--- config.mk ---
export PLATFORM = sky130hd
export DESIGN_NAME = dmem_responder
export DESIGN_NICKNAME = d
export VERILOG_FILES = /design/src/rtl/dmem_responder_pkg.sv /design/src/rtl/dmem_responder_align.sv /design/src/rtl/dmem_responder.sv
export SDC_FILE = /design/constraint.sdc
export NUM_CORES = 1
export LEC_CHECK = 0
export CELL_PAD_IN_SITES_DETAIL_PLACEMENT = 1
export CELL_PAD_IN_SITES_GLOBAL_PLACEMENT = 2
export CORE_AREA = 10 10 148 150
export CTS_CLUSTER_DIAMETER = 120
export DETAILED_ROUTE_END_ITERATION = 16
export DIE_AREA = 0 0 158 160
export HOLD_SLACK_MARGIN = 0.02
export PLACE_DENSITY = 0.88
export SYNTH_ARGS = -nofsm -noshare
export SYNTH_HDL_FRONTEND = slang
export SYNTH_SLANG_ARGS = --single-unit
--- constraint.sdc ---
create_clock -name clk -period 3 [get_ports clk]
set_clock_uncertainty 0.05 [all_clocks]
set_input_delay 0.9 -clock clk [delete_from_list [all_inputs] [get_ports clk]]
set_output_delay 0.9 -clock clk [all_outputs]
set_load 0.03 [all_outputs]
--- src/rtl/dmem_responder_pkg.sv ---
// Shared types and codes for the M-stage data-port responder.
// Latency: none (declarations only).
// Backpressure: n/a.
package dmem_responder_pkg;

  // Responder FSM state encoding
  typedef enum logic [1:0] {
    ST_IDLE  = 2'd0,
    ST_ISSUE = 2'd1,
    ST_WAIT  = 2'd2,
    ST_DONE  = 2'd3
  } dmem_state_e;

  // Store size codes (ST_Size)
  localparam logic [1:0] FNC_SB    = 2'b00;
  localparam logic [1:0] FNC_SH    = 2'b01;
  localparam logic [1:0] FNC_SW    = 2'b10;
  localparam logic [1:0] FNC_SNONE = 2'b11;

  // Load size codes (LD_Size, func3)
  localparam logic [2:0] FNC_LB  = 3'b000;
  localparam logic [2:0] FNC_LH  = 3'b001;
  localparam logic [2:0] FNC_LW  = 3'b010;
  localparam logic [2:0] FNC_LBU = 3'b100;
  localparam logic [2:0] FNC_LHU = 3'b101;

  // True when the access cannot be served by a single aligned lane group.
  // Undefined load codes fetch a full word, so they are treated as words.
  function automatic logic is_misaligned(input logic       we,
                                         input logic [1:0] addr_lo,
                                         input logic [1:0] st_size,
                                         input logic [2:0] ld_size);
    logic is_half;
    logic is_word;
    if (we) begin
      is_half = (st_size == FNC_SH);
      is_word = (st_size == FNC_SW);
    end else begin
      is_half = (ld_size == FNC_LH) || (ld_size == FNC_LHU);
      is_word = !((ld_size == FNC_LB) || (ld_size == FNC_LBU) || is_half);
    end
    return (is_half && addr_lo[0]) || (is_word && (addr_lo != 2'b00));
  endfunction

endpackage

--- src/rtl/dmem_responder_align.sv ---
// Byte-lane steering: store mask/replication and load extract/extend.
// Latency: purely combinational.
// Backpressure: none, no state.
module dmem_lane_align
  import dmem_responder_pkg::*;
(
  input  logic [1:0]  st_addr_lo,
  input  logic [1:0]  st_size,
  input  logic [31:0] st_wdata,
  output logic [3:0]  st_wmask,
  output logic [31:0] st_wdata_rep,
  input  logic [1:0]  ld_addr_lo,
  input  logic [2:0]  ld_size,
  input  logic [31:0] ld_word,
  output logic [31:0] ld_data
);

  logic [7:0]  ld_byte;
  logic [15:0] ld_half;

  // Store path: the memory picks bytes by mask, so data is replicated to every lane
  always_comb begin
    st_wmask     = 4'b0000;
    st_wdata_rep = st_wdata;
    case (st_size)
      FNC_SB: begin
        st_wmask     = 4'b0001 << st_addr_lo;
        st_wdata_rep = {4{st_wdata[7:0]}};
      end
      FNC_SH: begin
        st_wmask     = 4'b0011 << {st_addr_lo[1], 1'b0};
        st_wdata_rep = {2{st_wdata[15:0]}};
      end
      FNC_SW: begin
        st_wmask     = 4'b1111;
      end
      default: begin
        st_wmask     = 4'b0000;
      end
    endcase
  end

  // Load path: pick the addressed byte/half, then sign- or zero-extend
  always_comb begin
    ld_byte = ld_word[7:0];
    case (ld_addr_lo)
      2'd0: ld_byte = ld_word[7:0];
      2'd1: ld_byte = ld_word[15:8];
      2'd2: ld_byte = ld_word[23:16];
      2'd3: ld_byte = ld_word[31:24];
      default: ld_byte = ld_word[7:0];
    endcase
    ld_half = ld_addr_lo[1] ? ld_word[31:16] : ld_word[15:0];
    ld_data = ld_word;
    case (ld_size)
      FNC_LB:  ld_data = {{24{ld_byte[7]}}, ld_byte};
      FNC_LBU: ld_data = {24'd0, ld_byte};
      FNC_LH:  ld_data = {{16{ld_half[15]}}, ld_half};
      FNC_LHU: ld_data = {16'd0, ld_half};
      default: ld_data = ld_word;
    endcase
  end

endmodule

--- src/rtl/dmem_responder.sv ---
// M-stage data-port responder: latches one access, runs the memory handshake, returns load data.
// Latency: store 3 cycles, load 4 cycles minimum (request cycle to the stall=0 cycle).
// Backpressure: stall held while busy; mem_req_valid held with stable payload until mem_req_ready.
// Optional: DMEM_MISALIGN_TRAP_EN turns misaligned half/word accesses into a misalign pulse with no memory traffic.
module dmem_responder
  import dmem_responder_pkg::*;
#(
  parameter int AW = 32,
  parameter int DW = 32
) (
  input  logic          clk,
  input  logic          reset,
  input  logic          req_valid,
  input  logic          req_we,
  input  logic [AW-1:0] req_addr,
  input  logic [DW-1:0] req_wdata,
  input  logic [1:0]    req_st_size,
  input  logic [2:0]    req_ld_size,
  output logic          stall,
  output logic [DW-1:0] rdata,
  output logic          rdata_valid,
  output logic          mem_req_valid,
  input  logic          mem_req_ready,
  output logic          mem_we,
  output logic [AW-1:0] mem_addr,
  output logic [3:0]    mem_wmask,
  output logic [DW-1:0] mem_wdata,
  input  logic          mem_resp_valid,
  input  logic [DW-1:0] mem_resp_data,
  output logic          misalign
);

  dmem_state_e state_q, state_d;

  logic        we_q;
  logic [1:0]  addr_lo_q;
  logic [2:0]  ld_size_q;
  logic        fault_now;
  logic        fault_q;
  logic        take_req;

  logic [3:0]  st_wmask;
  logic [31:0] st_wdata_rep;
  logic [31:0] ld_data;

  // Store lanes come from the live request; load lanes from the latched address/size
  dmem_lane_align u_align (
    .st_addr_lo   (req_addr[1:0]),
    .st_size      (req_st_size),
    .st_wdata     (req_wdata),
    .st_wmask     (st_wmask),
    .st_wdata_rep (st_wdata_rep),
    .ld_addr_lo   (addr_lo_q),
    .ld_size      (ld_size_q),
    .ld_word      (mem_resp_data),
    .ld_data      (ld_data)
  );

  assign take_req = (state_q == ST_IDLE) && req_valid;

`ifdef DMEM_MISALIGN_TRAP_EN
  assign fault_now = is_misaligned(req_we, req_addr[1:0], req_st_size, req_ld_size);

  // Remember whether the access in flight was trapped
  always_ff @(posedge clk or negedge reset) begin
    if (!reset) begin
      fault_q <= 1'b0;
    end else if (take_req) begin
      fault_q <= fault_now;
    end
  end

  assign misalign = (state_q == ST_DONE) && fault_q;
`else
  assign fault_now = 1'b0;
  assign fault_q   = 1'b0;
  assign misalign  = 1'b0;
`endif

  // State register; reset asserts immediately so mem_req_valid drops mid-transaction
  always_ff @(posedge clk or negedge reset) begin
    if (!reset) begin
      state_q <= ST_IDLE;
    end else begin
      state_q <= state_d;
    end
  end

  // Next state plus combinational stall/request strobes
  always_comb begin
    state_d       = state_q;
    stall         = 1'b0;
    mem_req_valid = 1'b0;
    case (state_q)
      ST_IDLE: begin
        if (req_valid) begin
          stall   = 1'b1;
          state_d = fault_now ? ST_DONE : ST_ISSUE;
        end
      end
      ST_ISSUE: begin
        stall         = 1'b1;
        mem_req_valid = 1'b1;
        if (mem_req_ready) begin
          state_d = we_q ? ST_DONE : ST_WAIT;
        end
      end
      ST_WAIT: begin
        stall = 1'b1;
        if (mem_resp_valid) begin
          state_d = ST_DONE;
        end
      end
      ST_DONE: begin
        // Core advances this cycle; any req_valid here waits for IDLE
        state_d = ST_IDLE;
      end
      default: begin
        state_d = ST_IDLE;
      end
    endcase
  end

  assign rdata_valid = (state_q == ST_DONE) && !we_q && !fault_q;

  // Request capture in IDLE and load-data capture in WAIT
  always_ff @(posedge clk or negedge reset) begin
    if (!reset) begin
      we_q      <= 1'b0;
      addr_lo_q <= 2'b00;
      ld_size_q <= 3'b000;
      mem_we    <= 1'b0;
      mem_addr  <= '0;
      mem_wmask <= 4'b0000;
      mem_wdata <= '0;
      rdata     <= '0;
    end else begin
      if (take_req) begin
        we_q      <= req_we;
        addr_lo_q <= req_addr[1:0];
        ld_size_q <= req_ld_size;
        mem_we    <= req_we;
        mem_addr  <= {req_addr[AW-1:2], 2'b00};
        mem_wmask <= req_we ? st_wmask : 4'b0000;
        mem_wdata <= req_we ? st_wdata_rep : '0;
      end
      if ((state_q == ST_WAIT) && mem_resp_valid) begin
        rdata <= ld_data;
      end
    end
  end

endmodule

==> summary by stage <==
Status
The run finished with clean final reports.

Critical path
The worst setup path is captured at a primary output. STA classifies the critical path startpoint as a flip-flop. The data required time of the worst path is 2.05 ns.

For the worst setup path, the data arrival time is 1.81 ns. Along the worst path, the maximum fanout reaches 6. The type of the worst setup path is reg2out.

Routing
After detailed routing, the average wire length per cell comes to between 20 and 25 um. The total wire length after detailed routing is roughly 19000 um. The violation count after the first detailed-routing iteration is about 120.

The pre-antenna-repair detailed-routing pass consisted of 4 iterations. The count of nets left with antenna violations after detail routing is 0. The via-per-instance ratio is 4.78. The routed via count is between 4000 and 5000. The final routed DRC violation total is 0.

Logic synthesis
After synthesis, the share of cell area in mux cells is about 15%. The fraction of synthesized cell area taken by the top area cell type is between 50% and 60%. The synthesized netlist devotes 0% of its cell area to XOR and XNOR gates.

The adder-cell share of the synthesized area is under 10%. The post-synthesis cell type with the largest combined area is dfrtp_1. In the synthesized netlist the async set-or-reset flop fraction comes to 100%. Yosys printed 0 warnings.

After synthesis the cells add up to between 5000 and 6000 um2. After synthesis, the cell types taking the most area are dfrtp_1, mux2_2, nand2_1. The largest family of logic cells by synthesized area is compound AO/OA/AOI/OAI gates.

The basic-gate share of the synthesized area counting and, or, nand and nor cells is roughly 13%. Each instance of the synthesized netlist takes up on average about 11 um2. Counting distinct cell types in the post-synthesis netlist gives 38. The number of instances in the synthesized netlist is roughly 470.

The part of the Yosys area used for sequential elements is approximately 53%. The prevailing post-synth register cell is dfrtp_1. The synthesized netlist devotes approximately 15% of its cell area to compound gates. Yosys mapped a number of flops with a built-in enable equal to 0. The number of synthesized register bits is about 110.

Floorplan
The die covers between 20000 and 30000 um2. The placeable core area is 19100 um2. The overall die height is roughly 160 um.

The initial utilization of the core area, before any placement, comes to 26.3%. The number of placement rows is 51. The count of pins on the block boundary is 212. The horizontal die dimension is approximately 160 um.

STA
The max-slew violation count was 0. For the final routed database, the setup TNS stands at 0 ns. Setup slack closes at 0.236 ns. Subtracting the final worst setup slack from the clock period gives between 2 and 3 ns. The minimum hold slack is between 0.4 and 0.5 ns.

The slew of the pin with the lowest slew margin is ~0.77 ns. In the finished design, the share of the clock period the worst path needs comes to 92.1%. Setup repair after global routing left no endpoint under its margin. Derived from the worst setup path, the maximum achievable clock frequency is between 300 and 400 MHz. The worst slew margin relative to its limit is between 40% and 50%. The count of final hold-check violations is 0. Setup violations remaining at the end of the flow were counted as 0.

Clock network
The later pin in the worst-skew pair is clocked with a latency of approximately 0.35 ns. The master cell of the clock root buffer is clkbuf_16. The number of sinks handled by clock tree synthesis is ~110. The maximum count of clock buffers along a single path is 2.

The H-tree was split into 3 levels. Clock-pin slew was measured on the worst setup and hold paths at ~0.070 ns. The number of buffers added by the clock tree synthesis step is 9. The buffers inserted during post-CTS setup optimization is 0. The quantity of hold-fixing buffers added after cts is 0. The count of cells resized by post-cts repair is 0. TritonCTS built the clock tree.

Placed design
Including well taps, the total number of placed cells is approximately 900. Routability-driven placement finished with a final weighted congestion of around 0.82. Detailed placement ended at an HPWL of roughly 15000 um. The number of buffer cells added on primary ports is ~210. The worst slack after detailed placement is around 0.29 ns.

Run
Across the run, the number of max-cap violations was 0.

Finish
Cells with a size suffix above 1 make up 14.6% of the layout. The top cell types in the final layout, fill and taps aside, are clkdlybuf4s50_1, dfrtp_1, nand2_1. Leaving out fill and tap cells, the most frequent cell in the layout is clkdlybuf4s50_1.

The finished layout holds between 900 and 1000 standard cells, fillers aside. After the last flow step, the layout net total stands at a little under 800. Compared with the post-synthesis result, the final layout area differs by 53.3%.

Power
Summed over all cells, the static leakage comes to 3.21 nW. IR analysis of the VDD net gives a maximum drop of ~0.00037 V. For this design the ratio of total power to cell area is about 1100 nW/um2.

GRT
Entering global routing, the biggest net connects 48 pins. The leftover overflow at the end of global routing is 0. The first global-routing pass estimated slightly below 30000 um of wire. The initial antenna violation count came to 1. The all-layer global routing usage is ~15%.

The via count of the first global-routing pass is slightly below 5000.

Worst hold path
The worst hold path belongs to the class reg2reg.
==> cells in the mapped netlist, drive strengths merged (2+ instances only) <==
| master | count |
|---|---|
| nand2 | 58 |
| mux2 | 52 |
| ha | 6 |
| a21oi | 46 |
| and3b | 3 |
| a221o | 4 |
| dfrtp | 106 |
| inv | 6 |
| nand3b | 8 |
| o21ai | 43 |
| nor2b | 20 |
| nand3 | 2 |
| clkbuf | 13 |
| nand2b | 4 |
| mux2i | 14 |
| buf | 20 |
| o31ai | 17 |
| nor2 | 25 |
| and2 | 6 |
| o221a | 3 |
==> flip-flops by register name, indices dropped and copies added (netlist names) <==
register and cells:
rdata 32, addr_lo_q 2, mem_wmask 4, we_q 1
mem_addr 30, state_q 2, ld_size_q 3, mem_wdata 32
==> metrics by stage <==
stage	cell area (um2)	util (%)	power, W
2_1_floorplan	5030	-	0.00520
3_3_place_gp	7400	38.8	0.00714
3_5_place_dp	7400	38.8	0.00730
4_1_cts	7700	40.4	0.00856
5_1_grt	7700	40.4	0.00894
6_report	7700	40.4	0.00843
==> worst max-delay path, stage by stage (launching register included) <==
cell and delay [ns]:
dfrtp_1 0.44, inv_1 0.13, ha_1 0.20, clkdlybuf4s50_1 0.70
==> final cells by class <==
cell class / count / area [um2]
clock buffer: 9 / 225
sequential: 106 / 2650
timing repair buffer: 224 / 2220
clock inverter: 7 / 78.8
inverter: 6 / 22.5
fill: 2101 / 11400
antenna: 1 / 2.50
multi-input combinational: 324 / 2200
tap: 238 / 298
==> metal layers <==
metal / share of wire [%] / GRT usage (%)
met5: 0 / 0
met4: 1.3 / 4.38
met3: 9.7 / 5.67
met2: 50 / 24.9
met1: 39 / 16.6
==> logic make-up (layout without fill, tap and decap cells) <==
logic type,after synthesis,in the layout
simple gates,130,130
flops,106,106
fa+ha+maj,6,6
other cells,1,4
compound gates,119,119
buf+inv,39,246
mux,66,66
==> worst paths after layout <==
kind                                    start             to  slack [ns]  depth (start not counted)
worst max-delay path               state_q[1]  mem_req_valid        0.24                          3
worst min-delay path            mem_wdata[31]  mem_wdata[31]        0.43                          2
worst max register to register   addr_lo_q[1]      rdata[18]        0.91                          5
worst min register to register  mem_wdata[31]  mem_wdata[31]        0.43                          2
max in group asynchronous               reset  mem_wdata[28]        1.72                          2
min in group asynchronous               reset       rdata[0]        0.46                          1
==> power by group <==
group	switching, W	internal (W)
Combinational	0.00262	0.00199
Clock	0.000573	0.000656
Sequential	0.000488	0.00210
Total	0.00368	0.00475
No activity file was read; power rests on OpenSTA's default activity.
